==> src/rtl/mips_pkg.sv <==
// Shared MIPS pipeline definitions: reset PC, instruction-memory geometry,
// next-PC select encodings and the fetch-window legality check.
package mips_pkg;

    localparam logic [31:0] PC_RESET_DEFAULT = 32'h0000_3000;
    localparam int unsigned IM_WORDS_DEFAULT = 4096;

    // Also driven by the decoder's typeJB output.
    localparam logic [1:0] NPC_SEL_J  = 2'd0;
    localparam logic [1:0] NPC_SEL_BR = 2'd1;
    localparam logic [1:0] NPC_SEL_JR = 2'd2;

    localparam logic [31:0] NOP = 32'h0000_0000;

    // Word-aligned and inside [base, base + 4*words); 33-bit compare so the
    // upper bound cannot wrap.
    function automatic logic fetch_legal(input logic [31:0] pc,
                                         input logic [31:0] base,
                                         input int unsigned words);
        logic [32:0] lo;
        logic [32:0] hi;
        logic [32:0] pc_ext;
        lo     = {1'b0, base};
        hi     = lo + (33'(words) << 2);
        pc_ext = {1'b0, pc};
        return (pc[1:0] == 2'b00) && (pc_ext >= lo) && (pc_ext < hi);
    endfunction

endpackage

==> src/rtl/npc_calc.sv <==
// Next-PC computation: PC+4 adder and redirect target mux for j/jal,
// beq/blt and jr/jalr.
module npc_calc
    import mips_pkg::*;
(
    input  logic [31:0] pc_f_i,
    input  logic [31:0] pc_d_i,
    input  logic        redirect_i,
    input  logic [1:0]  npc_sel_i,
    input  logic [25:0] imm26_i,
    input  logic [15:0] imm16_i,
    input  logic [31:0] jr_target_i,
    output logic [31:0] pc_plus4_o,
    output logic [31:0] npc_o
);

    logic [31:0] br_target;
    logic [31:0] target;

    always_comb begin
        pc_plus4_o = pc_f_i + 32'd4;
        br_target  = pc_d_i + 32'd4 + {{14{imm16_i[15]}}, imm16_i, 2'b00};
        target     = pc_plus4_o;
        unique case (npc_sel_i)
            NPC_SEL_J:  target = {pc_d_i[31:28], imm26_i, 2'b00};
            NPC_SEL_BR: target = br_target;
            // Unaligned jr targets pass through; the fetch check flags them.
            NPC_SEL_JR: target = jr_target_i;
            default:    target = pc_plus4_o;
        endcase
        npc_o = redirect_i ? target : pc_plus4_o;
    end

endmodule

==> src/rtl/if_fetch_stage.sv <==
// IF stage: PC register, instruction fetch with window/alignment check,
// sticky fetch fault and the IF/ID pipeline register feeding the decoder.
module if_fetch_stage
    import mips_pkg::*;
#(
    parameter logic [31:0] PC_RESET = PC_RESET_DEFAULT,
    parameter int unsigned IM_WORDS = IM_WORDS_DEFAULT
) (
    input  logic        clk,
    input  logic        reset,
    input  logic        stall,
    input  logic        redirect,
    input  logic [1:0]  npc_sel,
    input  logic [25:0] imm26_D,
    input  logic [15:0] imm16_D,
    input  logic [31:0] jr_target,
    output logic [31:0] imem_addr,
    input  logic [31:0] imem_instr,
    output logic [31:0] instr_D,
    output logic [31:0] pc_D,
    output logic [31:0] pc8_D,
    output logic        fetch_fault
);

    logic [31:0] pc_f_q, pc_f_d;
    logic [31:0] instr_d_q, instr_d_d;
    logic [31:0] pc_d_q, pc_d_d;
    logic        fault_q, fault_d;

    logic [31:0] pc_plus4;
    logic [31:0] npc;
    logic        legal;
    logic [31:0] fetched;

    npc_calc u_npc_calc (
        .pc_f_i      (pc_f_q),
        .pc_d_i      (pc_d_q),
        .redirect_i  (redirect),
        .npc_sel_i   (npc_sel),
        .imm26_i     (imm26_D),
        .imm16_i     (imm16_D),
        .jr_target_i (jr_target),
        .pc_plus4_o  (pc_plus4),
        .npc_o       (npc)
    );

    always_comb begin
        legal   = fetch_legal(pc_f_q, PC_RESET, IM_WORDS);
        fetched = legal ? imem_instr : NOP;

        pc_f_d    = pc_f_q;
        instr_d_d = instr_d_q;
        pc_d_d    = pc_d_q;
        fault_d   = fault_q;
        // A stall also drops any redirect; the held D instruction re-presents it.
        if (!stall) begin
            pc_f_d    = npc;
            instr_d_d = fetched;
            pc_d_d    = pc_f_q;
            fault_d   = fault_q | ~legal;
        end
    end

    always_ff @(posedge clk or negedge reset) begin
        if (!reset) begin
            pc_f_q    <= PC_RESET;
            instr_d_q <= NOP;
            pc_d_q    <= PC_RESET;
            fault_q   <= 1'b0;
        end else begin
            pc_f_q    <= pc_f_d;
            instr_d_q <= instr_d_d;
            pc_d_q    <= pc_d_d;
            fault_q   <= fault_d;
        end
    end

    assign imem_addr   = pc_f_q;
    assign instr_D     = instr_d_q;
    assign pc_D        = pc_d_q;
    assign pc8_D       = pc_d_q + 32'd8;
    assign fetch_fault = fault_q;

    logic unused_pc_plus4;
    assign unused_pc_plus4 = ^pc_plus4;

endmodule

==> config.mk <==
export PLATFORM = sky130hd
export DESIGN_NAME = if_fetch_stage
export DESIGN_NICKNAME = d
export VERILOG_FILES = /design/src/rtl/mips_pkg.sv /design/src/rtl/npc_calc.sv /design/src/rtl/if_fetch_stage.sv
export SDC_FILE = /design/constraint.sdc
export NUM_CORES = 1
export LEC_CHECK = 0
export CAP_MARGIN = 30
export CORE_MARGIN = 2
export CORE_UTILIZATION = 40
export DETAILED_ROUTE_END_ITERATION = 6
export PLACE_DENSITY = 0.7
export SLEW_MARGIN = 0
export SYNTH_ARGS = -nofsm -noshare
export SYNTH_HDL_FRONTEND = slang
export SYNTH_HIERARCHICAL = 1
export SYNTH_SLANG_ARGS = --single-unit
export TNS_END_PERCENT = 50
==> constraint.sdc <==
create_clock -name clk -period 3.7 [get_ports clk]
set_input_delay 0.74 -clock clk [delete_from_list [all_inputs] [get_ports clk]]
set_output_delay 0.74 -clock clk [all_outputs]
set_load 0.005 [all_outputs]
# Word level (Yosys, flattened, before mapping)
# Index checks and enable logic that the tools add are counted.
dict set report totals {
  elab_cells 21
  ff_bits 97
  in_bits 112
  output_inout_bits 129
}
dict set report classes {
  bitwise 2
  reduce_logical 4
  add_sub_neg 4
  mux 3
  n_eq_ne 2
  order_cmp 2
}
# operator count
set op_table {}
lappend op_table {{32-bit case mux with 3 select lines} 1}
lappend op_table {{32-bit by 3-bit adder with 32-bit output (second input constant)} 2}
lappend op_table {{32-bit two-way mux} 2}
lappend op_table {{32-bit adder} 1}
lappend op_table {{32-bit by 4-bit adder with 32-bit output (second input constant)} 1}
lappend op_table {{32-bit by 14-bit >= comparator with 1-bit output (second input constant)} 1}
lappend op_table {{32-bit by 15-bit < comparator with 1-bit output (second input constant)} 1}
lappend op_table {{2-bit zero test} 2}
lappend op_table {{2-bit by 1-bit equality test with 1-bit output (second input constant)} 1}
lappend op_table {{2-bit equality test (second input constant)} 1}
lappend op_table {{1-bit logical AND} 2}
lappend op_table {{1-bit NOT} 1}
lappend op_table {{1-bit bitwise OR} 1}

# Logic depth before layout (Yosys ltp)
# Gate-level depths: netlist of the first run.
dict set report depth {
  ltp_word 5
  depth_mapped 14
  ltp_nobuf 14
}

# Hierarchy
# The synthesis of the first run kept the hierarchy.
# mod area_per_inst_um2 cells_each n_inst
set modules_own_cells {}
lappend modules_own_cells {if_fetch_stage 4235.3 365 1}
lappend modules_own_cells {npc_calc 3584.7 532 1}

# Worst setup path before layout of the first run
# Ideal clock, no wire load.
dict set report synth_timing {
  kind {input to register}
  startpoint {input port imm16_D[1]}
  endpoint {register pc_f_q[31] (netlist: imem_addr[31])}
  required_ps 3635
  arrival_time_ps 3220
  path_slack_ps 416
  path_stages 12
  path_cell_list {ha_1 -> ha_1 -> inv_1 -> fa_1 -> nor2b_1 -> o2111ai_1 -> a211o_1 -> o211ai_1 -> o311a_1 -> mux2_2 -> nor2_1 -> mux2_2}
}
dict set report synth_via {
  elab_chain_len 3
}
# element line_no
set synth_rtl {}
lappend synth_rtl {{start, declared} if_fetch_stage.sv:15} ;# input logic [15:0] imm16_D,
lappend synth_rtl {{32-bit adder} npc_calc.sv:22} ;# br_target = pc_d_i + 32'd4 + {{14{imm16_i[15]}}, imm16_i, 2'b00};
lappend synth_rtl {{32-bit case mux with 3 select lines} npc_calc.sv:24} ;# unique case (npc_sel_i)
lappend synth_rtl {{32-bit two-way mux} npc_calc.sv:31} ;# npc_o = redirect_i ? target : pc_plus4_o;
lappend synth_rtl {{net npc[31]} if_fetch_stage.sv:31} ;# logic [31:0] npc;
lappend synth_rtl {{end signal, assigned} if_fetch_stage.sv:71} ;# pc_f_q <= pc_f_d;
lappend synth_rtl {{end, declared} if_fetch_stage.sv:25} ;# logic [31:0] pc_f_q, pc_f_d;
# The timed path passes the listed nets, and every way through them passes these cells.
# A chain may end at the register's enable or synchronous reset.

# Worst setup path in the final report of the first run
dict set report layout_timing {
  startpoint {register pc_d_q[10] (netlist: pc_D[10])}
  endpoint {output port pc8_D[30]}
}
dict set report layout_via {
  elab_chain_len 1
}
# element line_no
set layout_rtl {}
lappend layout_rtl {{start, declared} if_fetch_stage.sv:27} ;# logic [31:0] pc_d_q, pc_d_d;
lappend layout_rtl {{start signal, assigned} if_fetch_stage.sv:73} ;# pc_d_q <= pc_d_d;
lappend layout_rtl {{32-bit by 4-bit adder with 32-bit output} if_fetch_stage.sv:81} ;# assign pc8_D = pc_d_q + 32'd8;
lappend layout_rtl {{end, declared} if_fetch_stage.sv:21} ;# output logic [31:0] pc8_D,
# Every way passes these cells.

==> impl_metrics.ini, run 1 <==
[outcome]
run_status = completed

[logic_synthesis]
post_synth_instance_area_mm2 = 0.007801
synthesis.instances = 894
synth_fp_nets = 1066
synthesis.yosys.warnings = 6
syn-mean-instance-area_um2 = 8.726

[routing]
detail_route.vias_per_cell = 5.442
dr.pass1.iters = 4
wl_met2_mm = 12.53
drt-total-wl_mm = 26.57
drt-wirelength-per-cell_um = 18.62
remaining_drc_errors = 0
dr_total_vias = 7766
route.antenna.remaining_nets = 0
wirelength_met1_mm = 11.78
drt_iter0_markers = 545
routed.top_layer = met4
wl_met3_mm = 1.620

[timing]
final-setup-viol-count = 0
final_min_period_over_clock_period_pct = 95.32
layout_min_cycle_time_ps = 3527
report.final.hold_viol_count = 0
clock-skew-final_ps = 13.19
slew_viol_final = 0
tightest_slew_ps = 977.9
fmax_ghz = 0.2835
fin_ws_ps = 173.3
relSlewSlack_pct = 34.74
rsz0062_at_grt = false

[grt]
grt_first_pass_wirelength_mm = 41.83
grt_overflow_total = 0
grt_antenna_before_repair = 0
global_route_usage_over_all_layers_pct = 26.11
grt_pass1_vias = 7654
largest_net_degree_at_the_start_of_global_routing = 97

[clock_network]
cts-htree-levels = 3
tritoncts.num_buffers = 9
cts.sinks = 97
clk_latency_ps = 370
cts.path.max_buffers = 2
cts.root.buffer_cell = sky130_fd_sc_hd__clkbuf_16
tritoncts = yes
worst_setup_hold_path_clk_slew_ps = 80

[floorplan]
die_w_um = 143.7
num_io_pins = 241
floorplan.die.height_um = 143.7
core_area_mm2 = 0.01927
die_area_mm2 = 0.02064
initial_utilization_pct = 40.48
num_rows = 51

[cells_and_area]
postLayoutCellArea_mm2 = 0.01112
antenna-diode-count = 0
final_cells = 1427
utilization_pct = 57.69
syn_to_final_growth_pct = 42.52
final_nets = 1329
drive_above_1_share_pct = 14.11
combined_area_of_the_multi_input_logic_cells_mm2 = 0.005106
area.sequential_mm2 = 0.002432
n_fill_cell = 1780

[worst_setup_path]
worst_ep_arrival_time_ps = 2790
path_max_fanout = 10
startpoint_type = flip-flop
endpoint_kind = primary output
timing.rr.start = pc_D[11]
critical_path_required_ps = 2960
path_class = flip-flop to primary output
crit_path_start = pc_D[10]

[placement]
final_weighted_congestion_in_routability_driven_placement = 0.9007
dpl.cell_count = 1411
place_ws_ps = -244.3
placement.io_buffers = 240
dpl_cell_area_mm2 = 0.01080
dp_hpwl_mm = 20.21

[min_path]
hold_path.class = flip-flop to flip-flop
timing.hold.worst.start = fetch_fault

[run]
drv.max_cap_violation_count = 0

[power_and_ir_drop]
power.static_leakage_nw = 4.630
power_per_cell_area_mw_per_mm2 = 745.8
vdd.ir_drop.worst_uv = 304.0
[sequential cells by signal (all words and copies together) (netlist names)]
signal and cells:
fetch_fault 1, imem_addr 32, instr_D 32, pc_D 32
[where the power goes]
group | leakage [nW] | internal [mW] | switching (mW)
clock | 0.151 | 0.485 | 0.499
sequential | 1.20 | 1.39 | 0.769
combinational | 3.28 | 2.82 | 2.33
total | 4.63 | 4.70 | 3.60
[stage by stage]
step	TNS (ps)	hold WS, ps	power [mW]
2_1_floorplan	0	444.4	4.702
3_3_place_gp	-586.7	445.3	7.172
3_5_place_dp	-1252	447.7	7.214
4_1_cts	0	477.6	8.253
5_1_grt	0	503.6	8.910
6_report	0	466.6	8.292
[cell usage in the layout (no fill, tap or decap), types with 4 or more instances in the layout]
master	count
sky130_fd_sc_hd__nor3_1	15
sky130_fd_sc_hd__and3_1	8
sky130_fd_sc_hd__o22ai_1	14
sky130_fd_sc_hd__o22a_1	5
sky130_fd_sc_hd__nand4_1	21
sky130_fd_sc_hd__nor4_1	7
sky130_fd_sc_hd__nor2b_1	11
sky130_fd_sc_hd__o21a_1	10
sky130_fd_sc_hd__buf_4	58
sky130_fd_sc_hd__and4_1	5
sky130_fd_sc_hd__dfstp_2	4
sky130_fd_sc_hd__dfrtp_1	93
sky130_fd_sc_hd__a21oi_1	44
sky130_fd_sc_hd__nand2_1	128
sky130_fd_sc_hd__xnor2_1	55
sky130_fd_sc_hd__ha_1	59
sky130_fd_sc_hd__inv_1	20
sky130_fd_sc_hd__nor2_1	51
sky130_fd_sc_hd__o21ai_0	72
sky130_fd_sc_hd__clkbuf_16	9
sky130_fd_sc_hd__o211ai_1	5
sky130_fd_sc_hd__nand2b_1	4
sky130_fd_sc_hd__mux2_2	66
sky130_fd_sc_hd__a211oi_1	5
sky130_fd_sc_hd__nand3_1	38
sky130_fd_sc_hd__mux2i_1	10
sky130_fd_sc_hd__a221oi_1	7
sky130_fd_sc_hd__clkdlybuf4s50_1	238
sky130_fd_sc_hd__a31oi_1	7
sky130_fd_sc_hd__a21o_1	10
sky130_fd_sc_hd__xor2_1	21
[layer usage]
layer  GRT usage (%)  vias up
met5               0        -
met4           9.082        0
met3           4.798       35
met2           41.85      244
met1           35.42     3732
li1                -     3755
[final timing paths]
check,depth (start not counted),to,slack (ps)
worst min register to register,1,fetch_fault,470
worst max-delay path,5,pc8_D[30],170
worst max register to register,10,imem_addr[20],550
min in group asynchronous,1,instr_D[30],500
max in group asynchronous,2,imem_addr[13],2330
worst min-delay path,1,fetch_fault,470
[timing repair]
action | 4_1_cts | 5_1_grt
setup buffers | 0 | 0
resized for setup | 0 | 3
endpoints found under the setup margin | 0 | 6
hold buffers | 0 | 0
[worst max-delay path: stages, from the launching register on]
cell                              delay (ps)
sky130_fd_sc_hd__dfrtp_1                 520
sky130_fd_sc_hd__nand4_1                 340
sky130_fd_sc_hd__nor4_4                  610
sky130_fd_sc_hd__nand4_1                 220
sky130_fd_sc_hd__xnor2_1                 210
sky130_fd_sc_hd__clkdlybuf4s50_1         530
[layout make-up]
class                      count  area share [%]
timing repair buffer         298           25.70
sequential                    97           21.88
inverter                      21          0.7090
tap                          265           2.982
clock buffer                   9           2.026
clock inverter                 7          0.7765
multi-input combinational    730           45.93
Power figures use the tool's default switching activity.
==> inputs of run 2 (changes only) <==
Settings changed: CTS_BUF_LIST from default to sky130_fd_sc_hd__clkbuf_16.
==> results of run 2 <==
No change in the layout: final DEF, timing and power equal those of run 1.
